==> config.mk <==
export PLATFORM = sky130hd
export DESIGN_NAME = sysarray_os_ctrl
export DESIGN_NICKNAME = d
export VERILOG_FILES = /design/src/rtl/sysarray_os_ctrl.sv
export SDC_FILE = /design/constraint.sdc
export NUM_CORES = 2
export LEC_CHECK = 0
export BUFFER_PORTS_ARGS = -buffer_cell sky130_fd_sc_hd__buf_2
export CAP_MARGIN = 0
export CORE_MARGIN = 5
export CORE_UTILIZATION = 51
export DETAILED_ROUTE_END_ITERATION = 10
export PLACE_DENSITY_LB_ADDON = 0.12
export SLEW_MARGIN = 20
export SYNTH_ARGS = -nofsm -noshare
export SYNTH_HDL_FRONTEND = slang
export SYNTH_SLANG_ARGS = --single-unit
==> constraint.sdc <==
create_clock -name clk -period 13 [get_ports clk]
set_clock_uncertainty 0.05 [all_clocks]
set_input_delay 1.3 -clock clk [delete_from_list [all_inputs] [get_ports clk]]
set_output_delay 1.3 -clock clk [all_outputs]
set_load 0.02 [all_outputs]
==> src/rtl/sysarray_os_ctrl.sv <==
// Output-stationary ROWS x COLS systolic MAC array with LOAD/FLUSH/DRAIN control FSM.
// Define SYSARRAY_SIGNED_EN for two's-complement operands; default build is unsigned.
module sysarray_os_ctrl #(
    parameter int DATA_W = 8,
    parameter int ROWS   = 4,
    parameter int COLS   = 3,
    parameter int K_MAX  = 255,
    parameter int ACC_W  = 2*DATA_W+8,
    localparam int KW    = $clog2(K_MAX+1),
    localparam int RW    = (ROWS > 1) ? $clog2(ROWS) : 1
) (
    input  logic                    clk,
    input  logic                    reset,
    input  logic                    start,
    input  logic [KW-1:0]           k_len,
    input  logic                    in_valid,
    output logic                    in_ready,
    input  logic [ROWS*DATA_W-1:0]  a_in,
    input  logic [COLS*DATA_W-1:0]  b_in,
    output logic                    busy,
    output logic                    c_valid,
    input  logic                    c_ready,
    output logic [RW-1:0]           c_row,
    output logic [COLS*ACC_W-1:0]   c_data,
    output logic                    done
);

    localparam int FW    = $clog2(ROWS+COLS);
    localparam int CNT_W = (KW > FW) ? KW : FW;
    localparam int SKA_N = (ROWS > 1) ? (ROWS*(ROWS-1))/2 : 1;
    localparam int SKB_N = (COLS > 1) ? (COLS*(COLS-1))/2 : 1;
    localparam logic [CNT_W-1:0] FLUSH_LAST = CNT_W'(ROWS+COLS-2);
    localparam logic [KW:0]      K_CAP      = (KW+1)'(K_MAX);
    localparam logic [RW-1:0]    ROW_LAST   = RW'(ROWS-1);

    typedef enum logic [1:0] {IDLE, LOAD, FLUSH, DRAIN} state_t;

    state_t                state;
    logic [CNT_W-1:0]      cnt;
    logic [CNT_W-1:0]      k_lat;
    logic [KW-1:0]         k_eff;

    logic                  step;
    logic                  clear;
    logic [ROWS*DATA_W-1:0] a_src;
    logic [COLS*DATA_W-1:0] b_src;

    // Triangular skew storage: lane r owns r consecutive slots starting at r*(r-1)/2.
    logic [SKA_N*DATA_W-1:0] a_sk;
    logic [SKB_N*DATA_W-1:0] b_sk;

    logic [DATA_W-1:0] a_edge [ROWS];
    logic [DATA_W-1:0] b_edge [COLS];
    logic [DATA_W-1:0] a_reg  [ROWS][COLS];
    logic [DATA_W-1:0] b_reg  [ROWS][COLS];
    logic [ACC_W-1:0]  acc      [ROWS][COLS];
    logic [ACC_W-1:0]  acc_next [ROWS][COLS];

    logic [COLS*ACC_W-1:0] first_row;
    logic [COLS*ACC_W-1:0] next_row;
    logic [RW-1:0]         next_idx;

    function automatic logic [ACC_W-1:0] mac_prod(input logic [DATA_W-1:0] a,
                                                  input logic [DATA_W-1:0] b);
`ifdef SYSARRAY_SIGNED_EN
        logic signed [2*DATA_W-1:0] p;
        p = $signed({{DATA_W{a[DATA_W-1]}}, a}) * $signed({{DATA_W{b[DATA_W-1]}}, b});
        return ACC_W'(p);
`else
        logic [2*DATA_W-1:0] p;
        p = {{DATA_W{1'b0}}, a} * {{DATA_W{1'b0}}, b};
        return ACC_W'(p);
`endif
    endfunction

    always_comb begin
        step  = ((state == LOAD) && in_valid) || (state == FLUSH);
        clear = (state == IDLE) && start;
        a_src = (state == LOAD) ? a_in : '0;
        b_src = (state == LOAD) ? b_in : '0;
        k_eff = ({1'b0, k_len} > K_CAP) ? K_CAP[KW-1:0] : k_len;

        a_edge[0] = a_src[DATA_W-1:0];
        for (int unsigned r = 1; r < ROWS; r++)
            a_edge[r] = a_sk[((r*(r+1))/2 - 1)*DATA_W +: DATA_W];
        b_edge[0] = b_src[DATA_W-1:0];
        for (int unsigned c = 1; c < COLS; c++)
            b_edge[c] = b_sk[((c*(c+1))/2 - 1)*DATA_W +: DATA_W];

        for (int unsigned r = 0; r < ROWS; r++)
            for (int unsigned c = 0; c < COLS; c++)
                acc_next[r][c] = acc[r][c] + mac_prod(a_reg[r][c], b_reg[r][c]);

        next_idx = (c_row == ROW_LAST) ? '0 : c_row + RW'(1);
        for (int unsigned c = 0; c < COLS; c++) begin
            first_row[c*ACC_W +: ACC_W] = acc_next[0][c];
            next_row[c*ACC_W +: ACC_W]  = acc[next_idx][c];
        end
    end

    always_ff @(posedge clk) begin
        if (reset || clear) begin
            a_sk <= '0;
            b_sk <= '0;
            for (int unsigned r = 0; r < ROWS; r++)
                for (int unsigned c = 0; c < COLS; c++) begin
                    a_reg[r][c] <= '0;
                    b_reg[r][c] <= '0;
                    acc[r][c]   <= '0;
                end
        end else if (step) begin
            for (int unsigned r = 1; r < ROWS; r++) begin
                a_sk[((r*(r-1))/2)*DATA_W +: DATA_W] <= a_src[r*DATA_W +: DATA_W];
                for (int unsigned i = 1; i < r; i++)
                    a_sk[((r*(r-1))/2 + i)*DATA_W +: DATA_W] <=
                        a_sk[((r*(r-1))/2 + i - 1)*DATA_W +: DATA_W];
            end
            for (int unsigned c = 1; c < COLS; c++) begin
                b_sk[((c*(c-1))/2)*DATA_W +: DATA_W] <= b_src[c*DATA_W +: DATA_W];
                for (int unsigned i = 1; i < c; i++)
                    b_sk[((c*(c-1))/2 + i)*DATA_W +: DATA_W] <=
                        b_sk[((c*(c-1))/2 + i - 1)*DATA_W +: DATA_W];
            end
            for (int unsigned r = 0; r < ROWS; r++) begin
                a_reg[r][0] <= a_edge[r];
                for (int unsigned c = 1; c < COLS; c++)
                    a_reg[r][c] <= a_reg[r][c-1];
            end
            for (int unsigned c = 0; c < COLS; c++) begin
                b_reg[0][c] <= b_edge[c];
                for (int unsigned r = 1; r < ROWS; r++)
                    b_reg[r][c] <= b_reg[r-1][c];
            end
            for (int unsigned r = 0; r < ROWS; r++)
                for (int unsigned c = 0; c < COLS; c++)
                    acc[r][c] <= acc_next[r][c];
        end
    end

    always_ff @(posedge clk) begin
        if (reset) begin
            state    <= IDLE;
            cnt      <= '0;
            k_lat    <= '0;
            in_ready <= 1'b0;
            busy     <= 1'b0;
            c_valid  <= 1'b0;
            c_row    <= '0;
            c_data   <= '0;
            done     <= 1'b0;
        end else begin
            done <= 1'b0;
            case (state)
                IDLE: begin
                    if (start) begin
                        k_lat <= CNT_W'(k_eff);
                        cnt   <= '0;
                        busy  <= 1'b1;
                        if (k_eff == '0) begin
                            state <= FLUSH;
                        end else begin
                            state    <= LOAD;
                            in_ready <= 1'b1;
                        end
                    end
                end
                LOAD: begin
                    if (in_valid) begin
                        if (cnt == k_lat - CNT_W'(1)) begin
                            cnt      <= '0;
                            in_ready <= 1'b0;
                            state    <= FLUSH;
                        end else begin
                            cnt <= cnt + CNT_W'(1);
                        end
                    end
                end
                FLUSH: begin
                    // The final flush step still updates row 0, so present its next value.
                    if (cnt == FLUSH_LAST) begin
                        cnt     <= '0;
                        state   <= DRAIN;
                        c_valid <= 1'b1;
                        c_row   <= '0;
                        c_data  <= first_row;
                    end else begin
                        cnt <= cnt + CNT_W'(1);
                    end
                end
                DRAIN: begin
                    if (c_ready) begin
                        if (c_row == ROW_LAST) begin
                            state   <= IDLE;
                            c_valid <= 1'b0;
                            c_row   <= '0;
                            c_data  <= '0;
                            busy    <= 1'b0;
                            done    <= 1'b1;
                        end else begin
                            c_row  <= next_idx;
                            c_data <= next_row;
                        end
                    end
                end
                default: state <= IDLE;
            endcase
        end
    end

endmodule

==> flow_summary.json <==
{
  "cts_tree": "done",
  "finish.utilization_pct": 55.73,
  "synth-edff-count": 472,
  "critical_path_required_ps": 13550,
  "firstDrtPassIters": 6,
  "critPathKind": "flip-flop to flip-flop",
  "place_area_mm2": 0.06078,
  "boundaryPins": 147,
  "pre_cts_slack_ps": 7456,
  "finalWirelength_mm": 155.5,
  "synth.net_count": 7186,
  "largest_reg_flops": 288,
  "die_area_mm2": 0.1218,
  "cp_slowest_cell": "edfxtp_1",
  "dominantRegCellSynth": "edfxtp_1",
  "stdcell_area_mm2": 0.06363,
  "crit_fanout": 9,
  "worst_setup_path_end_kind": "flip-flop",
  "io_buffers": 146,
  "worstMarginPinSlew_ps": 1109,
  "finalCritPeriodShare_pct": 43.00,
  "fill_cells": 10265,
  "status": "complete, no violations",
  "crit_arrival_ps": 6140,
  "power_per_cell_area_mw_per_mm2": 186.2,
  "place_congestion": 0.9000,
  "clkTransAtPathRegs_ps": 60,
  "grt_pass1_wl_mm": 245.7,
  "grt_pass1_vias": 43088,
  "drive_above_1_share_pct": 6.260,
  "peakVddDrop_v": 0.0001446,
  "power.leakage_nw": 30.15,
  "core_mm2": 0.1142,
  "root_buffer": "clkbuf_16",
  "critPathMaxStageDelay_ps": 670,
  "ys_ff_latch": 648,
  "grt_start_max_net_pins": 215,
  "path_common_cell": "fa_1",
  "syn_to_final_growth_pct": 8.592,
  "initial_utilization_pct": 51.32,
  "hpwl_mm": 118.2,
  "max_freq_mhz": 178.9,
  "syn-instance-count": 6017,
  "syn_avg_cell_area_um2": 9.739,
  "slew-limit-headroom_pct": 26.09,
  "yosys_warnings": 0,
  "finalPower_mw": 11.85,
  "die_w_um": 349.0,
  "cts-buffers-inserted": 79,
  "globalRouteOverflowTotal": 0,
  "cts_sinks": 648,
  "drc_errors": 0,
  "cts_hold_buf": 0,
  "cts_resized": 0,
  "drt_iter0_drc": 2797,
  "postRouteAntennaNets": 0,
  "slew_viol_final": 0,
  "rsz0062_at_grt": "no",
  "synth_async_sr_flop_share_pct": 0,
  "start_kind": "flip-flop",
  "syn_area_mm2": 0.05860,
  "routedWlPerCell_um": 20.34,
  "final_cell_mix": "1182 x inv_1, 650 x and2_1, 600 x fa_1, 507 x nand2_1, 498 x ha_1",
  "setup_violations": 0,
  "finalHoldViolCount": 0,
  "clock_path_buffers": 3,
  "cts_max_level": 3,
  "synth.distinct_cells": 72,
  "antenna_found_initial": 3,
  "final.min_clock_period_ps": 5590,
  "setup_ws_ps": 7410,
  "tns_ps": 0,
  "hp-class": "flip-flop to flip-flop",
  "seq_area_frac_synth_pct": 30.20,
  "clk_latency_ps": 680,
  "crit_path_cell_trace": "nand2_1, fa_1, inv_1, fa_1, fa_1, inv_1, fa_1, inv_1, ha_1, or4_1, o211a_1, o21a_1, o31ai_1, and2_1, xor2_1, or3_1, a31oi_1",
  "rows": 124,
  "finalNetCount": 7239,
  "final_common_cell": "inv_1",
  "grt_usage_pct": 25.80,
  "vias_per_cell": 5.491,
  "die_h_um": 349.0,
  "cts_setup_buffers": 0,
  "vias": 41989,
  "maxCapViolations": 0
}
-- final timing paths --
path                            slack [ps]  cells past startpoint    endpoint         from
worst max register to register        7410                     17  c_data[42]  b_reg[0][8]
worst min-delay path                   410                      1    a_sk[45]     a_sk[45]
worst min register to register         410                      1    a_sk[45]     a_sk[45]
worst max-delay path                  7410                     17  c_data[42]  b_reg[0][8]
-- per-stage QoR --
step,hold slack (ps),instances
after floorplan,384.2,6017
after global placement,396.9,7501
after detailed placement,399.3,7501
after CTS,417.9,7646
after global routing,426.8,7646
final,414.3,7647
-- routing by layer --
metal / vias to the layer above / share of wire, % / global-route usage, %
li1: 19563 / - / -
met1: 21192 / 41 / 33.08
met2: 995 / 50 / 44.78
met3: 239 / 5.3 / 4.362
met4: 0 / 3.6 / 8.235
met5: - / 0 / 0
-- synth_stat cells (all sizes together), types with 9 or more instances --
| cell | n | area (um^2) |
|---|---|---|
| nor3 | 58 | 290.3 |
| o221ai | 9 | 78.83 |
| mux2i | 33 | 330.3 |
| a22o | 83 | 727.0 |
| o21ai | 159 | 795.8 |
| or2 | 11 | 68.82 |
| edfxtp | 472 | 14170 |
| a21oi | 212 | 1061 |
| dfxtp | 176 | 3523 |
| nand4 | 11 | 68.82 |
| mux4 | 44 | 991.0 |
| a21o | 66 | 495.5 |
| a31oi | 31 | 193.9 |
| a221oi | 13 | 113.9 |
| o211ai | 15 | 112.6 |
| nor2b | 51 | 319.1 |
| nand2b | 29 | 181.4 |
| nand3 | 56 | 280.3 |
| inv | 1183 | 4441 |
| clkbuf | 191 | 718.2 |
| nor2 | 338 | 1269 |
| and2 | 650 | 4066 |
| o21bai | 16 | 120.1 |
| a2111oi | 11 | 96.34 |
| xor2 | 87 | 762.0 |
| xnor2 | 86 | 753.2 |
| nor3b | 10 | 75.07 |
| o21a | 39 | 292.8 |
| nand2 | 507 | 1903 |
| or3 | 33 | 206.5 |
| buf | 13 | 55.05 |
| or4 | 9 | 67.56 |
| fa | 600 | 12010 |
| ha | 500 | 6256 |
| a21boi | 10 | 75.07 |
| and3 | 39 | 244.0 |
| o31ai | 17 | 127.6 |
| a211oi | 49 | 367.9 |
-- report_power, final --
part	switching, mW	total (mW)	internal (mW)
clock	0.969	2.46	1.50
sequential	0.808	3.70	2.90
combinational	3.49	5.68	2.19
total	5.26	11.8	6.59
-- cell families after synthesis --
group	Yosys count	share of synthesized area, %
simple gates	1822	15.71
xor+xnor	173	2.586
mux	78	2.274
compound gates	809	9.158
flops	648	30.20
fa+ha+maj	1100	31.17
buf+inv	1387	8.897
-- area by class of cell --
cell class	instances	area, um^2	area share (%)
clock inverters	46	631.9	0.9929
well taps	1512	1892	2.973
clock buffers	99	2220	3.488
multi-input cells	3982	35760	56.19
diodes	1	2.502	0.003932
repair buffers	176	983.4	1.545
inverters	1183	4448	6.990
flip-flops and latches	648	17700	27.82
-- worst max-delay path: cells and delay by family, from the launching register on --
kind                     cells  cell delay [ps]
flip-flops                   1              670
buffers and inverters        3              140
adder cells (fa/ha/maj)      5             2370
XOR/XNOR                     1               80
AND/OR/NAND/NOR              4             1250
AO/OA/AOI/OAI                4              940
(Power assumes the default switching activity.)
